[config.mk]
export PLATFORM = sky130hd
export DESIGN_NAME = sram_port_arbiter
export DESIGN_NICKNAME = d
export VERILOG_FILES = /design/src/rtl/sram_arb_pkg.sv /design/src/rtl/sram_port_arbiter_rr_picker.sv /design/src/rtl/sram_port_arbiter.sv
export SDC_FILE = /design/constraint.sdc
export NUM_CORES = 1
export LEC_CHECK = 0
export ABC_AREA = 1
export CAP_MARGIN = 20
export CORE_ASPECT_RATIO = 1.75
export CORE_MARGIN = 2
export CORE_UTILIZATION = 25
export CTS_CLUSTER_SIZE = 12
export DETAILED_ROUTE_END_ITERATION = 10
export GPL_TIMING_DRIVEN = 0
export PLACE_DENSITY = 0.59
export REMOVE_ABC_BUFFERS = 1
export SLEW_MARGIN = 20
export SYNTH_ARGS = -nofsm -noshare
export SYNTH_HDL_FRONTEND = slang
export SYNTH_SLANG_ARGS = --single-unit
[constraint.sdc]
create_clock -name clk -period 5.2 [get_ports clk]
set_input_delay 1.3 -clock clk [delete_from_list [all_inputs] [get_ports clk]]
set_output_delay 1.3 -clock clk [all_outputs]
set_load 0.02 [all_outputs]
[src/rtl/sram_arb_pkg.sv]
// Shared types and helpers for the SRAM port arbiter.
// Index type is sized for the largest supported client count (8).
package sram_arb_pkg;

  localparam int MAX_REQUESTERS = 8;
  localparam int REQ_IDX_W      = $clog2(MAX_REQUESTERS);
  localparam int PERF_CNT_W     = 32;

  typedef logic [REQ_IDX_W-1:0] requester_idx_t;

  typedef enum logic {RD_PORT1 = 1'b0, RD_PORT2 = 1'b1} rd_port_t;

  function automatic requester_idx_t next_ptr(input requester_idx_t idx, input int n);
    return requester_idx_t'((int'(idx) + 1) % n);
  endfunction

endpackage

[src/rtl/sram_port_arbiter_rr_picker.sv]
// Combinational round-robin picker: first set bit of req scanning upward
// from ptr with wrap-around. Outputs one-hot grant plus its index.
module rr_picker
  import sram_arb_pkg::*;
#(
  parameter int N = 4
) (
  input  logic [N-1:0]   req,
  input  requester_idx_t ptr,
  output logic [N-1:0]   gnt,
  output logic           gnt_valid,
  output requester_idx_t gnt_idx
);

  always_comb begin
    gnt       = '0;
    gnt_valid = 1'b0;
    gnt_idx   = '0;
    for (int k = 0; k < N; k++) begin
      for (int i = 0; i < N; i++) begin
        if (!gnt_valid && req[i] && (i == (int'(ptr) + k) % N)) begin
          gnt_valid = 1'b1;
          gnt[i]    = 1'b1;
          gnt_idx   = requester_idx_t'(i);
        end
      end
    end
  end

endmodule

[src/rtl/sram_port_arbiter.sv]
// Shares a 2R/1W synchronous SRAM among NUM_REQUESTERS clients with RR grants.
// Optional stall counters are built when SRAM_ARB_PERF_EN is defined.
module sram_port_arbiter
  import sram_arb_pkg::*;
#(
  parameter int NUM_REQUESTERS = 4,
  parameter int DATA_WIDTH     = 32,
  parameter int SIZE           = 1024,
  parameter int ADDR_WIDTH     = $clog2(SIZE)
) (
  input  logic                                     clk,
  input  logic                                     reset_n,
  input  logic [NUM_REQUESTERS-1:0]                req_valid,
  output logic [NUM_REQUESTERS-1:0]                req_ready,
  input  logic [NUM_REQUESTERS-1:0]                req_write,
  input  logic [NUM_REQUESTERS-1:0][ADDR_WIDTH-1:0] req_addr,
  input  logic [NUM_REQUESTERS-1:0][DATA_WIDTH-1:0] req_wdata,
  output logic [NUM_REQUESTERS-1:0]                resp_valid,
  output logic [NUM_REQUESTERS-1:0][DATA_WIDTH-1:0] resp_rdata,
  output logic                                     sram_read1_en,
  output logic [ADDR_WIDTH-1:0]                    sram_read1_addr,
  input  logic [DATA_WIDTH-1:0]                    sram_read1_data,
  output logic                                     sram_read2_en,
  output logic [ADDR_WIDTH-1:0]                    sram_read2_addr,
  input  logic [DATA_WIDTH-1:0]                    sram_read2_data,
  output logic                                     sram_write_en,
  output logic [ADDR_WIDTH-1:0]                    sram_write_addr,
  output logic [DATA_WIDTH-1:0]                    sram_write_data
`ifdef SRAM_ARB_PERF_EN
  ,
  output logic [PERF_CNT_W-1:0]                    perf_read_stall,
  output logic [PERF_CNT_W-1:0]                    perf_write_stall
`endif
);

  logic [NUM_REQUESTERS-1:0] rd_req, wr_req, rd_gnt1, rd_gnt2, wr_gnt, rd_gnt;
  logic [NUM_REQUESTERS-1:0] resp_vld_q;
  logic                      rd_v1, rd_v2, wr_v;
  requester_idx_t            rd_ptr, wr_ptr, rd_idx1, rd_idx2, wr_idx;

  assign rd_req = req_valid & ~req_write;
  assign wr_req = req_valid &  req_write;

  rr_picker #(.N(NUM_REQUESTERS)) u_rd1 (
    .req(rd_req), .ptr(rd_ptr), .gnt(rd_gnt1), .gnt_valid(rd_v1), .gnt_idx(rd_idx1)
  );

  // Second read port scans the same order with the first winner masked out.
  rr_picker #(.N(NUM_REQUESTERS)) u_rd2 (
    .req(rd_req & ~rd_gnt1), .ptr(rd_ptr), .gnt(rd_gnt2), .gnt_valid(rd_v2), .gnt_idx(rd_idx2)
  );

  rr_picker #(.N(NUM_REQUESTERS)) u_wr (
    .req(wr_req), .ptr(wr_ptr), .gnt(wr_gnt), .gnt_valid(wr_v), .gnt_idx(wr_idx)
  );

  assign rd_gnt        = reset_n ? (rd_gnt1 | rd_gnt2) : '0;
  assign req_ready     = reset_n ? (rd_gnt1 | rd_gnt2 | wr_gnt) : '0;
  assign sram_read1_en = reset_n & rd_v1;
  assign sram_read2_en = reset_n & rd_v2;
  assign sram_write_en = reset_n & wr_v;
  assign resp_valid    = resp_vld_q;

  always_comb begin
    sram_read1_addr = '0;
    sram_read2_addr = '0;
    sram_write_addr = '0;
    sram_write_data = '0;
    for (int i = 0; i < NUM_REQUESTERS; i++) begin
      if (rd_gnt1[i]) sram_read1_addr = req_addr[i];
      if (rd_gnt2[i]) sram_read2_addr = req_addr[i];
      if (wr_gnt[i]) begin
        sram_write_addr = req_addr[i];
        sram_write_data = req_wdata[i];
      end
    end
  end

  always_ff @(posedge clk or negedge reset_n) begin
    if (!reset_n) begin
      rd_ptr     <= '0;
      wr_ptr     <= '0;
      resp_vld_q <= '0;
    end else begin
      if (rd_v2)      rd_ptr <= next_ptr(rd_idx2, NUM_REQUESTERS);
      else if (rd_v1) rd_ptr <= next_ptr(rd_idx1, NUM_REQUESTERS);
      if (wr_v)       wr_ptr <= next_ptr(wr_idx, NUM_REQUESTERS);
      resp_vld_q <= rd_gnt;
    end
  end

  // Per-lane return path: the port tag steers SRAM data, idle lanes hold.
  for (genvar i = 0; i < NUM_REQUESTERS; i++) begin : g_lane
    rd_port_t              tag_q;
    logic [DATA_WIDTH-1:0] hold_q;

    always_ff @(posedge clk or negedge reset_n) begin
      if (!reset_n) begin
        tag_q  <= RD_PORT1;
        hold_q <= '0;
      end else begin
        if (rd_gnt[i])     tag_q  <= rd_gnt2[i] ? RD_PORT2 : RD_PORT1;
        if (resp_vld_q[i]) hold_q <= resp_rdata[i];
      end
    end

    assign resp_rdata[i] = !resp_vld_q[i]     ? hold_q :
                           (tag_q == RD_PORT2) ? sram_read2_data : sram_read1_data;
  end

`ifdef SRAM_ARB_PERF_EN
  logic rd_stall, wr_stall;

  assign rd_stall = |(rd_req & ~(rd_gnt1 | rd_gnt2));
  assign wr_stall = |(wr_req & ~wr_gnt);

  always_ff @(posedge clk or negedge reset_n) begin
    if (!reset_n) begin
      perf_read_stall  <= '0;
      perf_write_stall <= '0;
    end else begin
      if (rd_stall && (perf_read_stall != '1))
        perf_read_stall <= perf_read_stall + PERF_CNT_W'(1);
      if (wr_stall && (perf_write_stall != '1))
        perf_write_stall <= perf_write_stall + PERF_CNT_W'(1);
    end
  end
`endif

endmodule

# After elaboration in Yosys (flattened, before gate mapping)
# Cells that the tools add are included.
# op_classes
add_sub_neg,9
eq_ne,24
muxes,170
bitwise,16
reduce_logical,153
# ops
operator,count
$mux W32,12
$logic_not A32 Y1,8
$mux W10,12
$mux W1,100
$logic_and A1 B1 Y1,93
$mux W2,44
$logic_not A1 Y1,45
$eq A3 B3 Y1 const A,12
$eq A2 B3 Y1 const A,6
$and A4 B4 Y4,3
$reduce_or A2 Y1,6
$add A2 B1 Y2 const B,5
$add A2 B2 Y2 const B,4
$eq A2 B2 Y1 const A,4
$mux W4,2
$not A4 Y4,2
$or A4 B4 Y4,2
$and A1 B1 Y1 const A,6
$eq A1 B2 Y1 const A,2
$and A1 B1 Y1,3
$reduce_bool A2 Y1,1
# word_totals
regBits,140
output_inout_bits,201
wordCells,383

# Longest topological paths before layout
# depth
word_depth,131
depth_mapped,27

# Hierarchy
# A second synthesis with hierarchy kept.
# hier_totals
hier_cells,1670
hier_area_um2,10630.2
# by_module_without_submodules
mod,instances,cells_each,area_per_inst_um2,seq_area_each_um2
sram_port_arbiter,1,1457,9481.6,3503.4
rr_picker,3,71,382.9,0.0

# Worst setup path before layout
# Ideal clock, no wire load.
# synth_path
kind,in2out
startpoint,input port req_valid[3]
endpoint,output port req_ready[2]
arrival_ps,3788
required_time_ps,3900
path_slack_ps,112
stages,20
path_cell_list,inv_1 -> nor2_4 -> nor2_1 -> nand2_1 -> nand3_2 -> nor2_4 -> nand4_1 -> nor2_1 -> nand3_1 -> nand3_2 -> nor2_2 -> nor2_2 -> nand4_2 -> nor2_2 -> o21ai_2 -> nor3_2 -> nand2_1 -> nand2_1 -> nor2_1 -> o21ai_0
# synth_via
elab_chain_cells,104
# synth_lines
item,line,rtl
start: declaration,sram_port_arbiter.sv:13,"input logic [NUM_REQUESTERS-1:0] req_valid,"
$and A4 B4 Y4,sram_port_arbiter.sv:41,assign rd_req = req_valid & ~req_write;
$logic_and A1 B1 Y1 (2 in series),sram_port_arbiter_rr_picker.sv:21,if (!gnt_valid && req[i] && (i == (int'(ptr) + k) % N)) begin
$mux W1,sram_port_arbiter_rr_picker.sv:21,
$logic_not A1 Y1,sram_port_arbiter_rr_picker.sv:21,
$logic_and A1 B1 Y1 (2 in series),sram_port_arbiter_rr_picker.sv:21,
$mux W1,sram_port_arbiter_rr_picker.sv:21,
$logic_not A1 Y1,sram_port_arbiter_rr_picker.sv:21,
$logic_and A1 B1 Y1 (2 in series),sram_port_arbiter_rr_picker.sv:21,
(+83 left out),n/a,
$logic_and A1 B1 Y1 (2 in series),sram_port_arbiter_rr_picker.sv:21,
$mux W1,sram_port_arbiter_rr_picker.sv:21,
$logic_not A1 Y1,sram_port_arbiter_rr_picker.sv:21,
$logic_and A1 B1 Y1 (2 in series),sram_port_arbiter_rr_picker.sv:21,
$mux W1,sram_port_arbiter_rr_picker.sv:21,
$or A4 B4 Y4,sram_port_arbiter.sv:58,assign req_ready = reset_n ? (rd_gnt1 | rd_gnt2 | wr_gnt) : '0;
$or A4 B4 Y4 *,sram_port_arbiter.sv:58,
$mux W4 *,sram_port_arbiter.sv:58,
end: declaration,sram_port_arbiter.sv:14,"output logic [NUM_REQUESTERS-1:0] req_ready,"
# Mark *: on every way between the ends. The rest lies on a longest branch, timed or not.

# Final worst setup path
# layout_path
startpoint,input port req_write[2]
endpoint,output port req_ready[3]
# layout_via
elab_chain_cells,113
# layout_lines
item,line,rtl
start: declaration,sram_port_arbiter.sv:15,"input logic [NUM_REQUESTERS-1:0] req_write,"
$not A4 Y4,sram_port_arbiter.sv:41,
$and A4 B4 Y4,sram_port_arbiter.sv:41,
$logic_and A1 B1 Y1 (2 in series),sram_port_arbiter_rr_picker.sv:21,
$mux W1,sram_port_arbiter_rr_picker.sv:21,
$logic_not A1 Y1,sram_port_arbiter_rr_picker.sv:21,
$logic_and A1 B1 Y1 (2 in series),sram_port_arbiter_rr_picker.sv:21,
$mux W1,sram_port_arbiter_rr_picker.sv:21,
$logic_not A1 Y1,sram_port_arbiter_rr_picker.sv:21,
(+93 left out),n/a,
$logic_and A1 B1 Y1 (2 in series),sram_port_arbiter_rr_picker.sv:21,
$mux W1,sram_port_arbiter_rr_picker.sv:21,
$logic_not A1 Y1,sram_port_arbiter_rr_picker.sv:21,
$logic_and A1 B1 Y1 (2 in series),sram_port_arbiter_rr_picker.sv:21,
$mux W1,sram_port_arbiter_rr_picker.sv:21,
$or A4 B4 Y4,sram_port_arbiter.sv:58,
$or A4 B4 Y4 *,sram_port_arbiter.sv:58,
$mux W4 *,sram_port_arbiter.sv:58,
# Marked as above.

==> results.json <==
{
  "outcome": "finished, violations left",
  "violations": "setup timing",
  "cts.sinks": 140,
  "drt-initial-drc-count": 726,
  "crit_top_cell": "nor2_4",
  "hpwl_um": 35000,
  "clockBufferDepth": 2,
  "antenna_found_initial": 1,
  "period_share_pct": 107.0,
  "met1_usage_pct": 26.03,
  "grt_setup_unrepaired": "true",
  "grt_max_degree": 91,
  "slew_violations": 0,
  "drt_first_pass_iters": 5,
  "setup_viol": 56,
  "critPathMaxStageDelay_ns": 0.27,
  "cts_root_buf": "clkbuf_16",
  "crit_slowest_cell": "nor2_2",
  "yosysTopAreaCellShare_pct": 36.67,
  "maxSlewHeadroom_pct": 65.74,
  "area_delta_synth_final_pct": 82.49,
  "stdcell_count": 2406,
  "met2_usage_pct": 43.75,
  "wl_um": 50890,
  "clock_latency_ns": 0.44,
  "numCtsBuffers": 17,
  "via_per_inst": 5.385,
  "ant_nets": 0,
  "place.port_buffers": 442,
  "worstPathCellList": "buf_4, nor2_4, inv_1, nor2_2, nor2_4, buf_6, nand4_4, nand2_4, buf_4, nor2_4, nand3_2, nand4_1, nand4_4, nor2_4, o21ai_4, nor2_4, nand2_2, nor2_4, nand2_4, nand2_8, nand2_4, nand3b_1, buf_6",
  "maxCapViolCount": 0,
  "track_usage_pct": 24.46,
  "synth_cells": 1425,
  "power.density_nw_per_um2": 766.1,
  "worst_slack_ns": -0.3618,
  "ys_seq_area_share_pct": 36.67,
  "peakVddDrop_mv": 0.3959,
  "synth_cell_types": 31,
  "cts_max_level": 4,
  "end_kind": "output port",
  "synth_seq_cells": 140,
  "die-height_um": 262.6,
  "use_met3_pct": 6.042,
  "crit_type": "in2out",
  "period_needed_ns": 5.562,
  "drive_gt1_share_pct": 22.23,
  "synth_top_area_cell": "dfrtp_1",
  "path_max_fanout": 6,
  "die_w_um": 151.8,
  "tns_ns": -11.21,
  "die_area_um2": 39850,
  "grt.busiest_layer": "met2",
  "final.setup_skew_ns": 0.009887,
  "drc": 0,
  "cp-start-kind": "input port",
  "hold_viol_final": 0,
  "grt_pass1_vias": 12465,
  "nets": 2155,
  "p_leak_nw": 7.334,
  "worstMarginPinSlew_ns": 0.5139,
  "path_clk_slew_ns": 0.06,
  "power_mw": 13.35,
  "dr_total_vias": 12956,
  "arrival_ns": 4.26,
  "hp-class": "reg2reg",
  "cts_tree": "done",
  "wl_per_cell_um": 21.15,
  "rows": 94,
  "start_util_pct": 25.38,
  "synth.top_cells.by_area": "dfrtp_1 37%, nand2_1 20%, a31oi_1 17%, nor2_1 6.9%, o2111ai_1 4.8%",
  "dpl.cell_count": 2265,
  "cp.required_ns": 3.90,
  "grt_pass1_wl_um": 73430,
  "syn_area_per_cell_um2": 6.704,
  "gp_congestion": 0.8892,
  "core_region_area_um2": 37640,
  "cts_hold_buf": 0,
  "grt-ovfl-total": 0,
  "io_pins": 443,
  "ys_warn_count": 0,
  "max_clock_freq_ghz": 0.1798,
  "syn-cell-area_um2": 9553
}
==> area by class of cell <==
cell class / instances / area (um^2)
Sequential cell: 140 / 3523
Timing Repair Buffer: 560 / 5888
Clock inverter: 14 / 146.4
Multi-Input combinational cell: 1101 / 6434
Antenna cell: 1 / 2.502
Fill cell: 3679 / 20200
Tap cell: 480 / 600.6
Clock buffer: 17 / 425.4
Inverter: 90 / 361.6
Timing Repair inverter: 3 / 51.30
==> critical path, delay by kind of cell <==
family / cells / cell delay (ns)
simple gates: 17 / 2.19
buf+inv: 5 / 0.65
compound gates: 1 / 0.10
==> registers in the layout, summed over array words and instances, names as in the netlist <==
| signal | cells |
|---|---|
| g_lane.tag_q | 4 |
| g_lane.hold_q | 128 |
| wr_ptr | 2 |
| rd_ptr | 2 |
| resp_valid | 4 |
==> through the flow <==
| step | worst slack, ns | util, % | instance area [um^2] | hold slack, ns |
|---|---|---|---|---|
| 3_3_place_gp | -7.735 | 37.66 | 14170 | 0.5092 |
| 3_5_place_dp | -2.099 | 38.73 | 14580 | 0.5168 |
| 5_1_grt | -0.5186 | 46.32 | 17430 | 0.5487 |
| 6_report | -0.3618 | 46.32 | 17430 | 0.5294 |
| 2_1_floorplan | -0.7360 | - | 9149 | 0.4990 |
| 4_1_cts | -0.3387 | 44.87 | 16890 | 0.5317 |
==> report_power, final <==
group          internal, mW  switching, mW  total [mW]  leakage (nW)
combinational          4.32           5.84        10.2          5.53
sequential             1.63          0.345        1.98          1.53
clock                 0.703          0.511        1.21         0.275
total                  6.66           6.70        13.4          7.33
==> cells in the final DEF, fill, tap and decap left out, types with 13 or more instances in the layout <==
| cell | netlist | final |
|---|---|---|
| dfrtp_1 | 140 | 132 |
| nor2_1 | 175 | 157 |
| nand2_4 | 0 | 20 |
| o2111ai_4 | 0 | 20 |
| o2111ai_1 | 52 | 22 |
| inv_2 | 4 | 13 |
| nand4_1 | 27 | 27 |
| buf_12 | 0 | 20 |
| a31oi_1 | 260 | 258 |
| clkbuf_16 | 0 | 18 |
| buf_4 | 1 | 89 |
| inv_1 | 83 | 67 |
| nand2_2 | 8 | 67 |
| buf_6 | 2 | 59 |
| nor2_4 | 6 | 24 |
| clkdlybuf4s50_1 | 0 | 365 |
| nand2_1 | 512 | 432 |
==> cell usage after synthesis (all sizes together) <==
master and n:
o21ai 11, buf 33, a31oi 260, clkinv 3
o211ai 2, a21oi 3, nand2 520, nor2 189
nand3 19, inv 87, nand3b 2, o211a 1
o2111ai 52, nand4 30, clkbuf 65, and3 1
nor3 6, o31ai 1, dfrtp 140
==> final timing paths <==
kind | startpoint | end | slack, ns | cells after the start
setup / recovery | req_write[2] | req_ready[3] | -0.36 | 23
hold / removal | g_lane[1].hold_q[13] | g_lane[1].hold_q[13] | 0.53 | 2
setup reg to reg | rd_ptr[0] | g_lane[1].tag_q | 1.41 | 23
hold reg to reg | g_lane[1].hold_q[13] | g_lane[1].hold_q[13] | 0.53 | 2
max in group asynchronous | reset_n | resp_valid[2] | 3.49 | 2
min in group asynchronous | reset_n | g_lane[3].hold_q[17] | 0.80 | 1
==> logic make-up (layout without fill, tap and decap cells) <==
group | Yosys count | in the layout | share of synthesized area (%)
flip-flops | 140 | 140 | 36.67
AND/OR/NAND/NOR | 767 | 771 | 32.65
buffers and inverters | 188 | 684 | 7.767
other | 0 | 1 | 0
AO/OA/AOI/OAI | 330 | 330 | 22.91
==> layer usage <==
metal	part of all wire, %	vias up	routed length [um]
met2	50	717	25620
li1	-	5921	-
met1	35	6180	18010
met4	5.7	0	2885
met3	8.6	138	4377
met5	0	-	0
==> what timing repair did <==
item | in CTS | in global routing
cloned | 11 | 2
endpoints found under the setup margin | 69 | 59
pin swaps | 75 | 56
gates resized for setup | 592 | 83
setup buffers | 74 | 27
Power figures use the tool's default switching activity.
